==> config.mk <==
export PLATFORM = sky130hd
export DESIGN_NAME = qpi_mem_arbiter_flat
export DESIGN_NICKNAME = d
export VERILOG_FILES = /design/src/rtl/qpi_mem_arbiter_if.sv /design/src/rtl/qpi_mem_arbiter.sv /design/src/flat_wrapper.sv
export SDC_FILE = /design/constraint.sdc
export NUM_CORES = 1
export LEC_CHECK = 0
export CAP_MARGIN = 40
export CORE_AREA = 2 2 108 110
export DETAILED_ROUTE_END_ITERATION = 8
export DIE_AREA = 0 0 110 112
export GPL_ROUTABILITY_DRIVEN = 1
export HOLD_SLACK_MARGIN = 0.05
export PLACE_DENSITY = 0.65
export SYNTH_ARGS = -nofsm -noshare
export SYNTH_HDL_FRONTEND = slang
export SYNTH_SLANG_ARGS = --single-unit
==> constraint.sdc <==
create_clock -name clk -period 1.9 [get_ports clk]
set_input_delay 0.285 -clock clk [delete_from_list [all_inputs] [get_ports clk]]
set_output_delay 0.285 -clock clk [all_outputs]
set_load 0.01 [all_outputs]
==> src/rtl/qpi_mem_arbiter_if.sv <==
// QPI memory request bus: a requester (master) issues bursts and a memory
// side (slave) answers with word strobes, read data and an idle flag.
interface qpi_mem_arbiter_if #(
    parameter int ADDR_W = 24
);
    logic              do_read;
    logic              do_write;
    logic [ADDR_W-1:0] addr;
    logic [31:0]       wdata;
    logic [31:0]       rdata;
    logic              next_word;
    logic              is_idle;

    modport master (
        output do_read, do_write, addr, wdata,
        input  rdata, next_word, is_idle
    );

    modport slave (
        input  do_read, do_write, addr, wdata,
        output rdata, next_word, is_idle
    );
endinterface

==> src/rtl/qpi_mem_arbiter.sv <==
// Two-requester arbiter in front of one QPI memory port. A grant is held for
// a whole burst; after release the arbiter drains until the memory is idle
// before arbitrating again, so downstream only ever sees complete bursts.
module qpi_mem_arbiter #(
    parameter int ROUND_ROBIN = 1,
    parameter int ADDR_W      = 24
) (
    input  logic                  clk,
    input  logic                  rst,
    qpi_mem_arbiter_if.slave      m0,
    qpi_mem_arbiter_if.slave      m1,
    qpi_mem_arbiter_if.master     qpi,
    output logic [1:0]            arb_owner
);

    typedef enum logic [1:0] {
        ST_IDLE   = 2'd0,
        ST_GRANT0 = 2'd1,
        ST_GRANT1 = 2'd2,
        ST_DRAIN  = 2'd3
    } state_t;

    state_t            state_q, state_d;
    logic              last_q, last_d;    // 1: m1 was served last
    logic              sel_q, sel_d;      // current/most recent grantee, kept through DRAIN
    logic [1:0]        owner_q, owner_d;

    logic              req0_s, req1_s;
    logic              win1_s;
    logic              qpi_rd_s, qpi_wr_s;
    logic [ADDR_W-1:0] qpi_addr_s;
    logic [31:0]       qpi_wdata_s;
    logic              m0_nw_s, m1_nw_s;
    logic              idle_s;

    assign req0_s = m0.do_read | m0.do_write;
    assign req1_s = m1.do_read | m1.do_write;

    // Pick the winner: a lone requester wins; a tie goes to the master not
    // served last (round robin) or always to m0 (fixed priority).
    always_comb begin
        win1_s = 1'b0;
        if (req0_s && req1_s) begin
            if (ROUND_ROBIN != 0) begin
                win1_s = ~last_q;
            end else begin
                win1_s = 1'b0;
            end
        end else begin
            win1_s = req1_s;
        end
    end

    // Next-state logic: arbitrate in IDLE, hold grant until release, drain.
    always_comb begin
        state_d = state_q;
        last_d  = last_q;
        sel_d   = sel_q;
        case (state_q)
            ST_IDLE: begin
                if (qpi.is_idle && (req0_s || req1_s)) begin
                    sel_d   = win1_s;
                    state_d = win1_s ? ST_GRANT1 : ST_GRANT0;
                end else begin
                    state_d = ST_IDLE;
                end
            end
            ST_GRANT0: begin
                if (!req0_s) begin
                    state_d = ST_DRAIN;
                end else begin
                    state_d = ST_GRANT0;
                end
            end
            ST_GRANT1: begin
                if (!req1_s) begin
                    state_d = ST_DRAIN;
                end else begin
                    state_d = ST_GRANT1;
                end
            end
            ST_DRAIN: begin
                if (qpi.is_idle) begin
                    state_d = ST_IDLE;
                    last_d  = sel_q;
                end else begin
                    state_d = ST_DRAIN;
                end
            end
            default: begin
                state_d = ST_IDLE;
            end
        endcase
    end

    // Owner code follows the state being entered so arb_owner is registered
    // yet aligned with the grant states.
    always_comb begin
        owner_d = 2'b00;
        case (state_d)
            ST_GRANT0: owner_d = 2'b01;
            ST_GRANT1: owner_d = 2'b10;
            default:   owner_d = 2'b00;
        endcase
    end

    // Downstream mux and strobe routing; requests and strobes are cut while
    // rst is high, even mid-burst. Write takes precedence over read.
    always_comb begin
        qpi_rd_s    = 1'b0;
        qpi_wr_s    = 1'b0;
        qpi_addr_s  = {ADDR_W{1'b0}};
        qpi_wdata_s = 32'h0000_0000;
        m0_nw_s     = 1'b0;
        m1_nw_s     = 1'b0;
        case (state_q)
            ST_GRANT0: begin
                qpi_wr_s    = m0.do_write & ~rst;
                qpi_rd_s    = m0.do_read & ~m0.do_write & ~rst;
                qpi_addr_s  = m0.addr;
                qpi_wdata_s = m0.wdata;
                m0_nw_s     = qpi.next_word & ~rst;
            end
            ST_GRANT1: begin
                qpi_wr_s    = m1.do_write & ~rst;
                qpi_rd_s    = m1.do_read & ~m1.do_write & ~rst;
                qpi_addr_s  = m1.addr;
                qpi_wdata_s = m1.wdata;
                m1_nw_s     = qpi.next_word & ~rst;
            end
            default: begin
                qpi_rd_s = 1'b0;
                qpi_wr_s = 1'b0;
            end
        endcase
    end

    assign idle_s        = (state_q == ST_IDLE) & qpi.is_idle;

    assign qpi.do_read   = qpi_rd_s;
    assign qpi.do_write  = qpi_wr_s;
    assign qpi.addr      = qpi_addr_s;
    assign qpi.wdata     = qpi_wdata_s;
    assign m0.rdata      = qpi.rdata;
    assign m1.rdata      = qpi.rdata;
    assign m0.next_word  = m0_nw_s;
    assign m1.next_word  = m1_nw_s;
    assign m0.is_idle    = idle_s;
    assign m1.is_idle    = idle_s;
    assign arb_owner     = owner_q;

    // State, fairness and owner registers; reset makes m0 win the first tie.
    always_ff @(posedge clk) begin
        if (rst) begin
            state_q <= ST_IDLE;
            last_q  <= 1'b1;
            sel_q   <= 1'b0;
            owner_q <= 2'b00;
        end else begin
            state_q <= state_d;
            last_q  <= last_d;
            sel_q   <= sel_d;
            owner_q <= owner_d;
        end
    end

endmodule

==> src/flat_wrapper.sv <==
// flat-port wrapper written by rule: the top's interface ports become plain ports
module qpi_mem_arbiter_flat 
#(
    parameter int ROUND_ROBIN = 1,
    parameter int ADDR_W      = 24
)
  (clk, rst, arb_owner, m0_do_read, m0_do_write, m0_addr, m0_wdata, m0_rdata, m0_next_word, m0_is_idle, m1_do_read, m1_do_write, m1_addr, m1_wdata, m1_rdata, m1_next_word, m1_is_idle, qpi_do_read, qpi_do_write, qpi_addr, qpi_wdata, qpi_rdata, qpi_next_word, qpi_is_idle);
  qpi_mem_arbiter_if #(.ADDR_W(ADDR_W)) m0_i ();
  qpi_mem_arbiter_if #(.ADDR_W(ADDR_W)) m1_i ();
  qpi_mem_arbiter_if #(.ADDR_W(ADDR_W)) qpi_i ();
  input  logic clk;
  input  logic rst;
  output logic [1:0] arb_owner;
  input wire logic [$bits(m0_i.do_read)-1:0] m0_do_read;
  input wire logic [$bits(m0_i.do_write)-1:0] m0_do_write;
  input wire logic [$bits(m0_i.addr)-1:0] m0_addr;
  input wire logic [$bits(m0_i.wdata)-1:0] m0_wdata;
  output wire logic [$bits(m0_i.rdata)-1:0] m0_rdata;
  output wire logic [$bits(m0_i.next_word)-1:0] m0_next_word;
  output wire logic [$bits(m0_i.is_idle)-1:0] m0_is_idle;
  input wire logic [$bits(m1_i.do_read)-1:0] m1_do_read;
  input wire logic [$bits(m1_i.do_write)-1:0] m1_do_write;
  input wire logic [$bits(m1_i.addr)-1:0] m1_addr;
  input wire logic [$bits(m1_i.wdata)-1:0] m1_wdata;
  output wire logic [$bits(m1_i.rdata)-1:0] m1_rdata;
  output wire logic [$bits(m1_i.next_word)-1:0] m1_next_word;
  output wire logic [$bits(m1_i.is_idle)-1:0] m1_is_idle;
  output wire logic [$bits(qpi_i.do_read)-1:0] qpi_do_read;
  output wire logic [$bits(qpi_i.do_write)-1:0] qpi_do_write;
  output wire logic [$bits(qpi_i.addr)-1:0] qpi_addr;
  output wire logic [$bits(qpi_i.wdata)-1:0] qpi_wdata;
  input wire logic [$bits(qpi_i.rdata)-1:0] qpi_rdata;
  input wire logic [$bits(qpi_i.next_word)-1:0] qpi_next_word;
  input wire logic [$bits(qpi_i.is_idle)-1:0] qpi_is_idle;
  assign m0_i.do_read = m0_do_read;
  assign m0_i.do_write = m0_do_write;
  assign m0_i.addr = m0_addr;
  assign m0_i.wdata = m0_wdata;
  assign m0_rdata = m0_i.rdata;
  assign m0_next_word = m0_i.next_word;
  assign m0_is_idle = m0_i.is_idle;
  assign m1_i.do_read = m1_do_read;
  assign m1_i.do_write = m1_do_write;
  assign m1_i.addr = m1_addr;
  assign m1_i.wdata = m1_wdata;
  assign m1_rdata = m1_i.rdata;
  assign m1_next_word = m1_i.next_word;
  assign m1_is_idle = m1_i.is_idle;
  assign qpi_do_read = qpi_i.do_read;
  assign qpi_do_write = qpi_i.do_write;
  assign qpi_addr = qpi_i.addr;
  assign qpi_wdata = qpi_i.wdata;
  assign qpi_i.rdata = qpi_rdata;
  assign qpi_i.next_word = qpi_next_word;
  assign qpi_i.is_idle = qpi_is_idle;
  qpi_mem_arbiter #(.ROUND_ROBIN(ROUND_ROBIN), .ADDR_W(ADDR_W)) u_core (.clk(clk), .rst(rst), .m0(m0_i), .m1(m1_i), .qpi(qpi_i), .arb_owner(arb_owner));
endmodule
==> results.py <==
metrics = {
    "worst_setup_path": {
        "r2r_slack_ns": 0.13,
        "endpoint_kind": "output pin",
        "crit_family": "buffers and inverters",
        "cp.depth": 7,
        "crit_arrival_ns": 1.61,
        "crit_type": "flop to output pin",
        "worstReg2RegEnd": "u_core.arb_owner[0]",
        "crit_fanout": 17,
        "cp-start-kind": "flop",
        "r2r-start": "u_core.state_q[0]",
        "crit_top_cell": "buf_12",
        "slowest_delay_ns": 0.32,
        "path_buf_inv": 4,
        "crit_chain": "buf_4 -> ha_4 -> buf_12 -> buf_12 -> a22oi_1 -> nor2b_1 -> clkdlybuf4s15_2",
        "r2r_cells": 7,
        "crit_required_ns": 1.62,
        "crit_slowest_cell": "dfxtp_2",
    },
    "placed_design": {
        "port_buffers": 183,
        "place_congestion": 0.772,
        "place_area_um2": 3340,
        "dp_hpwl_mm": 5.49,
    },
    "synth": {
        "syn_nets": 399,
        "yosysWarnings": 0,
        "synth_top_area_cell": "buf_4",
        "postSynthAreaPerCell_um2": 7.26,
        "synthesis.area_um2": 1750,
        "yosys.cell_types.count": 27,
        "yosys_register_bits": 6,
        "synth_top_area_share_pct": 27.9,
        "postSynthCellCount": 241,
        "netlist_top_cells_area": "buf_4 28%, a22oi_1 24%, nor2b_1 20%, dfxtp_1 6.9%, ha_1 4.3%",
        "yosysSeqAreaShare_pct": 6.86,
    },
    "power": {
        "intPower_uw": 813,
        "seqPwrFrac_pct": 12.1,
        "p_clk_share_pct": 30.4,
        "p_sw_share_pct": 27.1,
        "vdd_drop_max_mv": 0.485,
        "switchingPower_uw": 302,
        "leakagePower_nw": 1.30,
        "power_density_nw_per_um2": 318,
        "pwr-share-comb_pct": 57.5,
    },
    "clock_tree": {
        "cts_hold_buf": 0,
        "path_clk_slew_ns": 0.03,
        "cts_buffers": 3,
        "cts_tree": "built",
        "cts_sinks": 6,
        "ctsRootBufferMaster": "clkbuf_16",
        "clock_latency_ns": 0.23,
        "cts_buffer_depth": 2,
        "htree_num_levels": 1,
    },
    "finish": {
        "design_area_um2": 3510,
        "syn_to_final_growth_pct": 100,
        "final_cell_mix": "123 x clkdlybuf4s50_1, 57 x nor2b_1, 37 x a22oi_1",
        "final_common_cell": "clkdlybuf4s50_1",
        "diodes": 0,
        "drive_above_1_share_pct": 24.2,
        "layout.nets": 520,
    },
    "routing": {
        "antenna_left": 0,
        "met2_length_mm": 3.76,
        "wirelength_mm": 7.32,
        "routed_via_density": 4.16,
        "met3_length_um": 528,
        "dr.pass1.iters": 4,
        "dr.max_layer_used": "met4",
        "vias": 2094,
        "drt_iter0_drc": 72,
        "drc": 0,
        "wire_per_inst_um": 14.6,
        "m1WireLength_mm": 2.82,
    },
    "sta": {
        "skew_ns": 0.000708,
        "rsz0062_at_grt": "yes",
        "max_freq_mhz": 528,
        "maxSlewHeadroom_pct": 83.2,
        "period_share_pct": 99.8,
        "timing.hold.ws_ns": 0.499,
        "tightest_slew_ns": 0.251,
        "fin_crit_ns": 1.90,
        "slew_viol_final": 0,
        "setup_viol": 0,
        "final-hold-violation-count": 0,
    },
    "floorplan": {
        "dieArea_um2": 12300,
        "die_h_um": 112,
        "die_w_um": 110,
        "io-pin-count": 280,
        "core_area_um2": 11200,
        "initial_core_util_pct": 15.7,
        "rows": 39,
    },
    "global_route": {
        "grt_pass1_vias": 2171,
        "grt_usage_pct": 11.0,
        "gr-total-overflow": 0,
        "grt_max_degree": 35,
        "grt_pass1_wl_mm": 10.8,
        "antenna_found_initial": 0,
    },
    "hold_path": {
        "hp-class": "flop to flop",
        "hold_end": "u_core.last_q",
        "min_path_cells": 1,
        "hp-start": "u_core.sel_q",
    },
    "run_status": {
        "status": "complete, no violations",
    },
    "job": {
        "maxCapViolations": 0,
    },
}
==> per-stage QoR <==
stage                     setup TNS, ns  total power [mW]  worst slack [ns]  util [%]  std cells
after floorplan                       0             0.482             0.226         -        241
after global placement            -2.74             0.723           -0.0942      29.9        496
after detailed placement          -4.29             0.731            -0.158      29.9        496
after CTS                        -0.370              1.11           -0.0645      31.6        502
after global routing             -0.409              1.18           -0.0549      31.4        503
final                                 0              1.11           0.00462      31.4        503
==> cell families after synthesis <==
family | count (synthesis) | synth area share [%]
AO/OA/AOI/OAI | 66 | 29.0
adder cells (fa/ha/maj) | 6 | 4.29
buffers and inverters | 89 | 33.5
flip-flops | 6 | 6.86
multiplexers | 1 | 0.572
AND/OR/NAND/NOR | 73 | 25.7
==> power groups by stage <==
stage	Combinational, mW	Clock [mW]	Sequential (mW)
2_1_floorplan	0.344	0	0.138
3_3_place_gp	0.587	0	0.137
3_5_place_dp	0.595	0	0.136
4_1_cts	0.634	0.344	0.135
5_1_grt	0.689	0.352	0.136
6_report	0.640	0.339	0.135
==> Yosys cell counts <==
library cell / number
a32oi_1: 1
and2_1: 1
a22oi_1: 57
a21oi_2: 1
a31oi_2: 1
o21a_1: 1
a311o_1: 1
nor3b_2: 1
clkbuf_1: 11
mux2i_1: 1
and3b_1: 2
buf_1: 2
o2111ai_1: 1
nand2_1: 1
buf_2: 7
nor2_1: 7
o31a_1: 1
nand2b_1: 1
nor2b_1: 57
ha_1: 6
a211oi_1: 1
nor3b_1: 2
buf_4: 65
inv_1: 4
a21boi_0: 1
dfxtp_1: 6
or2_1: 1
==> area by class of cell <==
cell class / instances / area [um^2]
multi-input combinational: 146 / 1180
sequential: 6 / 121
tap: 143 / 179
fill: 1175 / 7670
clock buffer: 3 / 75.1
timing repair buffer: 201 / 1930
inverter: 4 / 15.0
==> metal layers <==
metal	global-route usage, %	vias to the layer above
li1	-	1017
met1	12.0	947
met2	20.4	102
met3	1.70	28
met4	4.47	0
met5	0	-
==> state kept, by name, indices dropped and copies added, names as in the netlist <==
| name | flops |
|---|---|
| u_core.arb_owner | 2 |
| u_core.state_q | 2 |
| u_core.last_q | 1 |
| u_core.sel_q | 1 |
==> how the worst max path moves through the flow <==
stage / from / to / slack (ns)
after detailed placement: u_core.state_q[1] / qpi_wdata[23] / -0.16
after global placement: u_core.state_q[1] / qpi_wdata[17] / -0.09
after CTS: u_core.state_q[0] / qpi_addr[11] / -0.06
final: u_core.state_q[1] / qpi_wdata[0] / 0.005
after floorplan: u_core.state_q[1] / qpi_addr[10] / 0.23
after global routing: u_core.state_q[1] / qpi_wdata[0] / -0.05
==> timing repair <==
action / CTS / global route
setup buffers: 1 / 1
pin swaps: 0 / 2
gates cloned: 2 / 0
gates resized for setup: 152 / 41
setup endpoints to repair: 60 / 31
No activity file was read; power rests on OpenSTA's default activity.
